## src/rtl/pixel_pkg.sv

```systemverilog
// pixel_pkg
//   Constants and types shared by the pixel pipeline: scanner, iteration
//   engine and packer.
//   X_SIZE/Y_SIZE  raster geometry
//   COORD_W        signed coordinate width (Q4.21)
//   FRAC_BITS      fractional bits of a coordinate
//   BASE_SHIFT     pixel pitch at zoom 0 is 2^-BASE_SHIFT
package pixel_pkg;

    localparam int X_SIZE     = 640;
    localparam int Y_SIZE     = 480;
    localparam int COORD_W    = 25;
    localparam int FRAC_BITS  = 21;
    localparam int BASE_SHIFT = 7;

    typedef enum logic [1:0] {
        IDLE,
        LOAD,
        RUN
    } scan_state_t;

endpackage

```

## src/rtl/coord_scanner.sv

```systemverilog
// coord_scanner
//   Walks the raster in row-major order and emits one complex coordinate per
//   accepted beat, with raster position and frame/line markers.
//   Zoom and offsets are captured once per frame in LOAD, so changes made
//   while a frame is running only show up in the next frame.
// Ports
//   clk, reset        clock, asynchronous active-high reset
//   enable            start/continue frame generation (checked at frame end)
//   zoom              pitch = 2^-(BASE_SHIFT+zoom)
//   x_offset/y_offset signed centre of the frame
//   ready/valid       AXI-Stream style handshake
//   c_re, c_im        signed Q4.21 coordinate of the current pixel
//   x, y              pixel column / row
//   first/last_x/last_y  markers, meaningful only while valid=1
// H_PIXELS/V_LINES default to the pipeline geometry; they exist so a reduced
// raster can be elaborated.
module coord_scanner
    import pixel_pkg::*;
#(
    parameter int H_PIXELS = X_SIZE,
    parameter int V_LINES  = Y_SIZE
) (
    input  logic                      clk,
    input  logic                      reset,
    input  logic                      enable,
    input  logic [2:0]                zoom,
    input  logic signed [COORD_W-1:0] x_offset,
    input  logic signed [COORD_W-1:0] y_offset,
    input  logic                      ready,
    output logic                      valid,
    output logic signed [COORD_W-1:0] c_re,
    output logic signed [COORD_W-1:0] c_im,
    output logic [9:0]                x,
    output logic [8:0]                y,
    output logic                      first,
    output logic                      last_x,
    output logic                      last_y
);

    localparam logic [9:0] X_LAST = 10'(H_PIXELS - 1);
    localparam logic [8:0] Y_LAST = 9'(V_LINES - 1);
    localparam logic signed [COORD_W-1:0] HALF_W = COORD_W'(H_PIXELS / 2);
    localparam logic signed [COORD_W-1:0] HALF_H = COORD_W'(V_LINES / 2);
    localparam logic [4:0] BASE_EXP = 5'(FRAC_BITS - BASE_SHIFT);

    scan_state_t state;

    // Per-frame registers captured in LOAD.
    logic signed [COORD_W-1:0] step;
    logic signed [COORD_W-1:0] re_start;

    // Frame parameters derived from the live inputs. The step is a power of
    // two, so the half-width/half-height offsets are plain shifts.
    logic [4:0]                shamt;
    logic signed [COORD_W-1:0] load_step;
    logic signed [COORD_W-1:0] load_re;
    logic signed [COORD_W-1:0] load_im;

    always_comb begin
        shamt     = BASE_EXP - 5'(zoom);
        load_step = COORD_W'(1) << shamt;
        load_re   = x_offset - (HALF_W << shamt);
        load_im   = y_offset + (HALF_H << shamt);
    end

    // Markers gated by valid so they read 0 in reset and between frames.
    assign first  = valid && (x == '0) && (y == '0);
    assign last_x = valid && (x == X_LAST);
    assign last_y = valid && (y == Y_LAST);

    always_ff @(posedge clk or posedge reset) begin
        if (reset) begin
            state    <= IDLE;
            valid    <= 1'b0;
            x        <= '0;
            y        <= '0;
            c_re     <= '0;
            c_im     <= '0;
            step     <= '0;
            re_start <= '0;
        end else begin
            case (state)
                IDLE: begin
                    valid <= 1'b0;
                    if (enable) state <= LOAD;
                end
                LOAD: begin
                    step     <= load_step;
                    re_start <= load_re;
                    c_re     <= load_re;
                    c_im     <= load_im;
                    x        <= '0;
                    y        <= '0;
                    valid    <= 1'b1;
                    state    <= RUN;
                end
                RUN: begin
                    if (!valid || ready) begin
                        if (last_x && last_y) begin
                            // Frame done; enable only matters here.
                            valid <= 1'b0;
                            state <= enable ? LOAD : IDLE;
                        end else if (last_x) begin
                            x    <= '0;
                            y    <= y + 9'd1;
                            c_re <= re_start;
                            c_im <= c_im - step;
                        end else begin
                            x    <= x + 10'd1;
                            c_re <= c_re + step;
                        end
                    end
                end
                default: begin
                    state <= IDLE;
                    valid <= 1'b0;
                end
            endcase
        end
    end

endmodule
```

## config.mk

```make
export PLATFORM = sky130hd
export DESIGN_NAME = coord_scanner
export DESIGN_NICKNAME = d
export VERILOG_FILES = /design/src/rtl/pixel_pkg.sv /design/src/rtl/coord_scanner.sv
export SDC_FILE = /design/constraint.sdc
export NUM_CORES = 1
export LEC_CHECK = 0
export BUFFER_PORTS_ARGS = -buffer_cell sky130_fd_sc_hd__buf_2
export CAP_MARGIN = 20
export CORE_MARGIN = 5
export CORE_UTILIZATION = 63
export DETAILED_ROUTE_END_ITERATION = 16
export PLACE_DENSITY = 0.87
export SLEW_MARGIN = 10
export SYNTH_ARGS = -nofsm -noshare
export SYNTH_HDL_FRONTEND = slang
export SYNTH_SLANG_ARGS = --single-unit
```

## constraint.sdc

```tcl
create_clock -name clk -period 5.4 [get_ports clk]
set_input_delay 0 -clock clk [delete_from_list [all_inputs] [get_ports clk]]
set_output_delay 0 -clock clk [all_outputs]
set_load 0.005 [all_outputs]
```

==> run summary, run 1 <==
total CTS buffers -> 17
Lkg Pwr -> 4.96 nW
Worst Path Required -> 5.69 ns
status -> completed
placement row count -> 43
setup violators final -> 0
Post-synth EDFFs -> 0
synth warn -> 0
Area contributors post-synth -> dfrtp_1 32%, ha_1 11%, nand2_1 6.1%
arrival time worst endpoint -> 4.14 ns
Netlist cell types -> 86
dominant cell by count in the synthesized netlist -> nand2_1
Worst Path Buf+Inv -> 1
Final Hold Fails -> 0
Setup CP Type -> flop to flop
Most used DFF post-synth -> dfrtp_1
sequential share of the synthesized area -> 0.321
Final ANT Viol Nets -> 0
hpwl dp -> 18.4 mm
pwr/cell area -> 336 nW/um2
final setup margin -> 1.56 ns
post-CTS setup buffer count -> 0
most frequent cells after synthesis -> 144 x nand2_1, 113 x dfrtp_1, 95 x nor2_1, 89 x o21ai_0, 84 x a21oi_1
crit-path max FO -> 36
largest net degree at the start of global routing -> 64
gr usage total -> 0.321
Synth top area share -> 0.321
via count -> 8898
Peak VDD IR -> 0.260 mV
clk slew on worst S/H paths -> 0.06 ns
first-pass iteration count of the detailed router -> 7
leading area contributor after synthesis -> dfrtp_1
critical path, cell by cell -> ha_1 -> and3_2 -> nand4_4 -> inv_2 -> and2_1 -> or2_1 -> nand2_1 -> o211a_1 -> o311a_1 -> a221oi_1
Max stage delay on crit path -> 0.63 ns
# diodes -> 0
Reg2Reg Setup Slack -> 1.56 ns
Slew Limit Fails -> 0
final period utilization -> 0.712
Starting Density -> 0.640
Max Cap Violations -> 0
Area Overhead vs Synth -> 17.1%
CP Launch Type -> flop
die area -> 16500 um2
cts repair resizes -> 0
Die Y -> 128 um
Critical Path Sink Type -> flop
min-delay worst type -> primary input to flop
final global-route overflow total -> 0
Routability Congestion -> 0.961
Die Wd -> 128 um
RR Startpoint -> x[1]$_DFFE_PP0P_
Top delay family on crit path -> simple AND/OR/NAND/NOR gates
Num Clock Sinks -> 113
core area -> 13800 um2
Routed wire per std cell -> 18.7 um
reg2reg end -> c_re[22]$_DFFE_PP0P_
Starting DRT DRC Count -> 1036
asr flop ratio synth -> 1.00
H-tree depth -> 4
Net Count, Synth -> 1212
Skew-Pair Late Insertion Delay -> 0.42 ns
initial antenna violation count -> 0
Yosys reg bits -> 113
clk buf depth -> 2
pre-CTS setup slack -> 1.39 ns
WHS Path Cells -> 4
CTS root buffer -> clkbuf_16
Routed WL -> 26.1 mm
CP max stage cell -> nand2_1
clock skew -> 0.0105 ns
fraction of layout cells with a size suffix above 1 -> 0.161
Port Buf Inserts -> 129
worst slew pin tran -> 0.841 ns
Post-Syn Area -> 8810 um2
HP Start -> x_offset[24]
setup tns final -> 0 ns
Final nets -> 1341
drt drc -> 0
first-pass GRT wire length -> 42.7 mm
# IOs -> 130
Register-to-Register Path Depth -> 10
fmax -> 260 MHz
Slew HR -> 0.425
Cells after Synth -> 1076
# fillers -> 1008
RSZ-0062 raised after global routing -> false
minimum clock period -> 3.84 ns
Syn Area/Cell -> 8.19 um2
vias in the first global route -> 8509
CTS tree -> built
Via density -> 6.36
Hold Crit Endpoint -> re_start[24]$_DFFE_PP0P_
==> repair_timing <==
action / in CTS / in global routing
hold buffers: 18 / 0
hold endpoints to repair: 85 / 0
endpoints found under the setup margin: 0 / 0
==> through the flow <==
stage	power (mW)	instance area, um2	utilization	instances	hold slack, ns
after floorplan	1.97	8810	-	1076	0.105
after global placement	2.29	9570	0.694	1347	0.195
after detailed placement	2.32	9570	0.694	1347	0.197
after CTS	3.44	10300	0.749	1397	0.0190
after global routing	3.66	10300	0.750	1398	0.0328
final	3.47	10300	0.750	1398	0.0285
==> power by group <==
| part | total [mW] | internal, mW | leakage, nW | switching (mW) |
|---|---|---|---|---|
| logic | 1.27 | 0.562 | 3.43 | 0.705 |
| registers | 1.11 | 0.962 | 1.24 | 0.145 |
| clock network | 1.10 | 0.697 | 0.278 | 0.403 |
| total | 3.47 | 2.22 | 4.96 | 1.25 |
==> metal layers <==
layer  global-route usage  part of all wire  up-vias
li1                     -                 -     4154
met1                0.446              0.41     4191
met2                0.505              0.46      475
met3               0.0596             0.092       78
met4                0.112             0.029        0
met5                    0                 0        -
==> cells by family (layout without fill, tap and decap cells) <==
group | after synthesis | count (layout) | synth area share
buf+inv | 96 | 238 | 0.0424
simple gates | 392 | 392 | 0.213
compound gates | 331 | 331 | 0.244
mux | 4 | 4 | 0.00468
xor+xnor | 61 | 61 | 0.0606
flops | 113 | 113 | 0.321
fa+ha+maj | 79 | 79 | 0.115
==> state kept, by name, indices dropped and copies added, names as in the netlist <==
register  cells
c_re         25
re_start     25
step         16
x            10
state         2
valid         1
y             9
c_im         25
==> worst max-delay path by stage <==
stage	from	endpoint	slack (ns)	depth (start not counted)
2_1_floorplan	zoom[0]	c_im[22]$_DFFE_PP0P_	2.23	17
3_3_place_gp	zoom[0]	c_im[22]$_DFFE_PP0P_	1.57	17
3_5_place_dp	zoom[1]	c_re[22]$_DFFE_PP0P_	1.39	15
4_1_cts	x[0]$_DFFE_PP0P_	c_re[22]$_DFFE_PP0P_	1.63	10
5_1_grt	x[1]$_DFFE_PP0P_	c_re[22]$_DFFE_PP0P_	1.34	10
6_report	x[1]$_DFFE_PP0P_	c_re[22]$_DFFE_PP0P_	1.56	10
==> cells in the final DEF (no fill, tap or decap), types with 11 or more instances in the layout <==
master and instances:
a211oi_1 19, a21o_1 25, a21oi_1 84, a31oi_1 11, and2_1 14, buf_2 129, clkbuf_16 17, dfrtp_1 113
dlygate4sd3_1 18, ha_1 76, inv_1 48, nand2_1 143, nand2b_1 12, nand3_1 33, nor2_1 94, nor3_1 22
o21ai_0 89, or3_1 13, xnor2_1 23, xor2_1 38
==> tightest hold or removal path: stages <==
cell and delay (ns):
buf_2 0.10, xnor2_1 0.07, nor2_1 0.14, a21o_1 0.10
==> layout make-up <==
class | count | area [um2] | share of cell area
repair buffers | 156 | 891 | 0.0863
flip-flops and latches | 113 | 2830 | 0.274
well taps | 180 | 225 | 0.0218
multi-input cells | 867 | 5620 | 0.544
inverters | 50 | 190 | 0.0184
clock inverters | 11 | 113 | 0.0109
clock buffers | 21 | 460 | 0.0446
No activity file was read; power rests on OpenSTA's default activity.
==> inputs of run 2 (changes only) <==
--- a/config.mk
+++ b/config.mk
@@ -5,12 +5,13 @@
 export SDC_FILE = /design/constraint.sdc
 export NUM_CORES = 1
 export LEC_CHECK = 0
+export ABC_AREA = 1
 export BUFFER_PORTS_ARGS = -buffer_cell sky130_fd_sc_hd__buf_2
 export CAP_MARGIN = 20
 export CORE_MARGIN = 5
-export CORE_UTILIZATION = 63
+export CORE_UTILIZATION = 60
 export DETAILED_ROUTE_END_ITERATION = 16
-export PLACE_DENSITY = 0.87
+export PLACE_DENSITY = 0.82
 export SLEW_MARGIN = 10
 export SYNTH_ARGS = -nofsm -noshare
 export SYNTH_HDL_FRONTEND = slang
==> constraint.sdc (replaced) <==
create_clock -name clk -period 3.8 [get_ports clk]
set_input_delay 0 -clock clk [delete_from_list [all_inputs] [get_ports clk]]
set_output_delay 0 -clock clk [all_outputs]
set_load 0.005 [all_outputs]
==> run summary, run 2 <==
RSZ-0062 raised after global routing -> false
clk buf depth -> 2
placement row count -> 49
setup violators final -> 0
clk slew on worst S/H paths -> 0.06 ns
total CTS buffers -> 17
Most used DFF post-synth -> dfrtp_1
# diodes -> 0
Starting DRT DRC Count -> 925
Yosys reg bits -> 113
Lkg Pwr -> 7.25 nW
CP max stage cell -> fa_1
Post-Syn Area -> 10900 um2
Die Y -> 144 um
hpwl dp -> 26.2 mm
Area contributors post-synth -> dfrtp_1 26%, nand2_1 22%, inv_1 11%
sequential share of the synthesized area -> 0.261
pre-CTS setup slack -> 0.561 ns
fmax -> 349 MHz
die area -> 20900 um2
hold slack -> 0.00772 ns
Die Wd -> 144 um
Worst Path Buf+Inv -> 3
most frequent cells after synthesis -> 640 x nand2_1, 307 x inv_1, 176 x nor2_1, 131 x nand3_1, 113 x dfrtp_1
Routed wire per std cell -> 15.5 um
largest registers -> c_im: 25 flops, c_re: 25 flops, re_start: 25 flops
Area Overhead vs Synth -> 13.8%
Slew HR -> 0.413
vias in the first global route -> 10869
cts repair resizes -> 0
synth warn -> 0
Peak VDD IR -> 0.416 mV
drt drc -> 0
CP Launch Type -> primary input
Worst Path Required -> 4.16 ns
first-pass iteration count of the detailed router -> 5
# IOs -> 130
Final Hold Fails -> 0
worst slew pin tran -> 0.879 ns
final setup margin -> 0.934 ns
leading area contributor after synthesis -> dfrtp_1
Syn Area/Cell -> 6.05 um2
Routed WL -> 33.6 mm
crit-path max FO -> 11
H-tree depth -> 4
dominant cell by count in the synthesized netlist -> nand2_1
final period utilization -> 0.754
Final nets -> 2063
Critical Path Sink Type -> flop
Post-synth EDFFs -> 0
critical path, cell by cell -> buf_2 -> ha_1 -> inv_1 -> ha_1 -> nor2_1 -> nand2_1 -> inv_1 -> ha_1 -> fa_1 -> nand3_1 -> nand3_1 -> nand2_1 -> nand2_1 -> nand2_1 -> nand2_1 -> nand2_1 -> nand2_1 -> o21ai_0 -> nand2_1 -> nand2_1
minimum clock period -> 2.87 ns
Netlist cell types -> 46
asr flop ratio synth -> 1.00
DP Cell Count -> 2121
Top delay family on crit path -> adder cells
Skew-Pair Late Insertion Delay -> 0.42 ns
clock skew -> 0.00991 ns
Setup CP Type -> primary input to flop
Synth top area share -> 0.261
Finished Layout Cells -> 2169
CTS tree -> built
post-CTS setup buffer count -> 0
Starting Density -> 0.606
Final ANT Viol Nets -> 0
CTS root buffer -> clkbuf_16
fin area -> 12300 um2
pwr/cell area -> 481 nW/um2
Num Clock Sinks -> 113
fraction of layout cells with a size suffix above 1 -> 0.103
Net Count, Synth -> 1931
Max Cap Violations -> 0
via count -> 11654
min-delay worst type -> primary input to flop
Routability Congestion -> 0.974
gr usage total -> 0.325
Port Buf Inserts -> 129
total placed instance area -> 11600 um2
first-pass GRT wire length -> 53.8 mm
setup tns final -> 0 ns
arrival time worst endpoint -> 3.23 ns
core area -> 17900 um2
Cells after Synth -> 1795
Via density -> 5.37
cell mode on critical path -> nand2_1
status -> completed
largest net degree at the start of global routing -> 47
final global-route overflow total -> 0
initial antenna violation count -> 0
Max stage delay on crit path -> 0.51 ns
most frequent cells in the layout -> 640 x nand2_1, 306 x inv_1, 176 x nor2_1
commonest non-fill, non-tap cell in the layout -> nand2_1
Slew Limit Fails -> 0
-- run 2: metrics by stage --
| step | total power [mW] | util |
|---|---|---|
| floorplan | 3.59 | - |
| detailed placement | 4.40 | 0.650 |
| finish | 5.94 | 0.690 |
| global placement | 4.33 | 0.650 |
| CTS | 5.93 | 0.690 |
| global route | 6.41 | 0.690 |
-- run 2: timing repair --
action                                 CTS  global route
endpoints found under the hold margin   60             0
setup endpoints to repair                0             0
hold buffers                            16             0
-- run 2: path summary, 6_finish.rpt --
check / slack (ns) / end / startpoint / cells past startpoint
max: 0.93 / c_im[16]$_DFFE_PP0P_ / zoom[0] / 20
max reg2reg: 1.03 / c_re[7]$_DFFE_PP0P_ / state[1]$_DFFE_PP0P_ / 10
max in group asynchronous: 2.61 / c_re[17]$_DFFE_PP0P_ / reset / 4
min: 0.008 / re_start[9]$_DFFE_PP0P_ / x_offset[9] / 4
min in group asynchronous: 0.17 / x[5]$_DFFE_PP0P_ / reset / 3
min reg2reg: 0.49 / re_start[7]$_DFFE_PP0P_ / re_start[7]$_DFFE_PP0P_ / 2
-- run 2: tightest hold or removal path, stage by stage --
cell	delay, ns
buf_2	0.10
xnor2_1	0.13
nand2_1	0.08
o21ai_0	0.06
-- run 2: cells by family after synthesis --
family	count (synthesis)	synth area share
simple gates	1037	0.400
buf+inv	349	0.126
compound gates	187	0.0959
flops	113	0.261
fa+ha+maj	79	0.0932
xor+xnor	30	0.0242
-- run 2: area by class of cell --
type                            count  area (um2)
Clock buffer                       17         425
Clock inverter                     15         128
Fill cell                        1639        5550
Inverter                          309        1160
Multi-Input combinational cell   1333        6650
Sequential cell                   113        2830
Tap cell                          229         287
Timing Repair Buffer              153         866
-- run 2: where the power goes --
| group | internal [mW] | switching [mW] |
|---|---|---|
| combinational | 1.05 | 1.69 |
| clock | 0.853 | 0.653 |
| sequential | 1.42 | 0.274 |
-- run 2: layer usage --
metal / GRT usage / part of all wire
met1: 0.425 / 0.43
met2: 0.546 / 0.47
met3: 0.0470 / 0.058
met4: 0.121 / 0.039
met5: 0 / 0
==> inputs of run 3 (changes only) <==
--- a/config.mk
+++ b/config.mk
@@ -9,9 +9,9 @@
 export BUFFER_PORTS_ARGS = -buffer_cell sky130_fd_sc_hd__buf_2
 export CAP_MARGIN = 20
 export CORE_MARGIN = 5
-export CORE_UTILIZATION = 60
+export CORE_UTILIZATION = 55
 export DETAILED_ROUTE_END_ITERATION = 16
-export PLACE_DENSITY = 0.82
+export PLACE_DENSITY = 0.79
 export SLEW_MARGIN = 10
 export SYNTH_ARGS = -nofsm -noshare
 export SYNTH_HDL_FRONTEND = slang
==> constraint.sdc (replaced) <==
create_clock -name clk -period 2.5 [get_ports clk]
set_input_delay 0 -clock clk [delete_from_list [all_inputs] [get_ports clk]]
set_output_delay 0 -clock clk [all_outputs]
set_load 0.005 [all_outputs]
==> run summary, run 3 (synthesis results as in run 2) <==
Setup CP Type -> flop to flop
Worst Path Required -> 2.84 ns
minimum clock period -> 2.29 ns
CTS tree -> built
final global-route overflow total -> 0
Final Hold Fails -> 0
most frequent cells in the layout -> 638 x nand2_1, 306 x inv_1, 176 x nor2_1
Die Wd -> 150 um
clk buf depth -> 2
pre-CTS setup slack -> -0.199 ns
CP Launch Type -> flop
critical path, cell by cell -> ha_1 -> fa_1 -> inv_1 -> nand3_1 -> nand3_1 -> nand2_1 -> nand2_1 -> nand2_2 -> nand2_1 -> nor2_1 -> nand2_1 -> nand3_1 -> a21oi_1
pwr/cell area -> 725 nW/um2
Slew Limit Fails -> 0
first-pass GRT wire length -> 55.7 mm
Routed WL -> 34.1 mm
CTS root buffer -> clkbuf_16
Final nets -> 2123
Reg2Reg Setup Slack -> 0.21 ns
post-CTS setup buffer count -> 0
Via density -> 5.30
gr usage total -> 0.309
fmax -> 438 MHz
die area -> 22600 um2
commonest non-fill, non-tap cell in the layout -> nand2_1
Port Buf Inserts -> 129
Skew-Pair Late Insertion Delay -> 0.43 ns
vias in the first global route -> 11448
# IOs -> 130
RSZ-0062 raised after global routing -> false
fraction of layout cells with a size suffix above 1 -> 0.130
drt drc -> 0
via count -> 12004
Die Y -> 150 um
Peak VDD IR -> 0.754 mV
worst slew pin tran -> 0.796 ns
Worst Path Buf+Inv -> 1
Max stage delay on crit path -> 0.44 ns
largest registers -> c_im: 25 flops, c_re: 25 flops, re_start: 25 flops
crit-path max FO -> 5
post-layout util -> 0.665
H-tree depth -> 4
status -> completed
Slew HR -> 0.470
Max Cap Violations -> 0
arrival time worst endpoint -> 2.63 ns
min-delay worst type -> primary input to flop
cell mode on critical path -> nand2_1
setup violators final -> 0
Critical Path Sink Type -> flop
Starting Density -> 0.558
Area Overhead vs Synth -> 19.2%
Final ANT Viol Nets -> 0
core area -> 19500 um2
initial antenna violation count -> 0
Starting DRT DRC Count -> 808
# diodes -> 0
first-pass iteration count of the detailed router -> 5
# fillers -> 1808
Top delay family on crit path -> simple AND/OR/NAND/NOR gates
Routability Congestion -> 0.981
hpwl dp -> 26.2 mm
clk slew on worst S/H paths -> 0.06 ns
total CTS buffers -> 17
CP max stage cell -> dfrtp_1
final setup margin -> 0.214 ns
Num Clock Sinks -> 113
Lkg Pwr -> 7.57 nW
final period utilization -> 0.914
clock skew -> 0.0127 ns
Routed wire per std cell -> 15.0 um
largest net degree at the start of global routing -> 59
placement row count -> 51
run 3: cell types whose count changed in the layout (fill, tap and decap cells not counted), sizes merged:
cell | previous run | this run
dlygate4sd3 | 16 | 18
clkinvlp | 1 | 3
clkbuf | 17 | 18
inv | 316 | 315
clkinv | 7 | 3
bufinv | 0 | 2
buf | 137 | 195
run 3: path summary, 6_finish.rpt:
| kind | from | end | cells after the start |
|---|---|---|---|
| worst max register to register | step[0]$_DFFE_PP0P_ | c_im[20]$_DFFE_PP0P_ | 13 |
| worst max-delay path | step[0]$_DFFE_PP0P_ | c_im[20]$_DFFE_PP0P_ | 13 |
| worst min register to register | re_start[14]$_DFFE_PP0P_ | re_start[14]$_DFFE_PP0P_ | 2 |
| min in group asynchronous | reset | x[2]$_DFFE_PP0P_ | 4 |
| max in group asynchronous | reset | step[8]$_DFFE_PP0P_ | 4 |
| worst min-delay path | x_offset[8] | re_start[8]$_DFFE_PP0P_ | 4 |
run 3: layout make-up:
cell class	instances	area (um2)	share of cell area
Inverter	309	1160	0.0899
Clock buffer	18	439	0.0339
Multi-Input combinational cell	1333	6660	0.515
Tap cell	265	332	0.0256
Sequential cell	113	2830	0.219
Timing Repair Buffer	213	1350	0.104
Clock inverter	14	168	0.0130
run 3: report_power, final:
group,internal [mW],switching [mW],leakage [nW]
clock,1.53,1.03,0.292
combinational,1.68,2.57,6.05
sequential,2.16,0.414,1.23
total,5.37,4.01,7.57
run 3: what timing repair did:
item	4_1_cts	5_1_grt
endpoints found under the hold margin	136	0
resized for setup	0	3
setup endpoints to repair	0	2
hold buffers	18	0
run 3: stage by stage:
| step | power, mW | cell area, um2 | TNS [ns] | cells | hold slack (ns) |
|---|---|---|---|---|---|
| 4_1_cts | 9.35 | 12900 | 0 | 2265 | 0.00118 |
| 2_1_floorplan | 5.45 | 10900 | 0 | 1795 | 0.120 |
| 3_5_place_dp | 6.76 | 12100 | -1.06 | 2215 | 0.238 |
| 3_3_place_gp | 6.66 | 12100 | -0.457 | 2215 | 0.228 |
| 5_1_grt | 10.2 | 12900 | 0 | 2265 | 0.00873 |
| 6_report | 9.38 | 12900 | 0 | 2265 | 0.0000720 |
run 3: metal layers:
layer / global-route usage / wire [um] / vias up
met5: 0 / 0 / -
met4: 0.127 / 1310 / 0
met3: 0.0533 / 2580 / 90
met2: 0.516 / 16000 / 491
met1: 0.395 / 14100 / 5414
li1: - / - / 6009
run 3: worst min-delay path, delay by kind of cell:
kind / cells / cell delay (ns)
buffers and inverters: 1 / 0.11
AOI/OAI and AO/OA: 1 / 0.07
and+or+nand+nor: 1 / 0.07
xor gates and xnor gates: 1 / 0.11
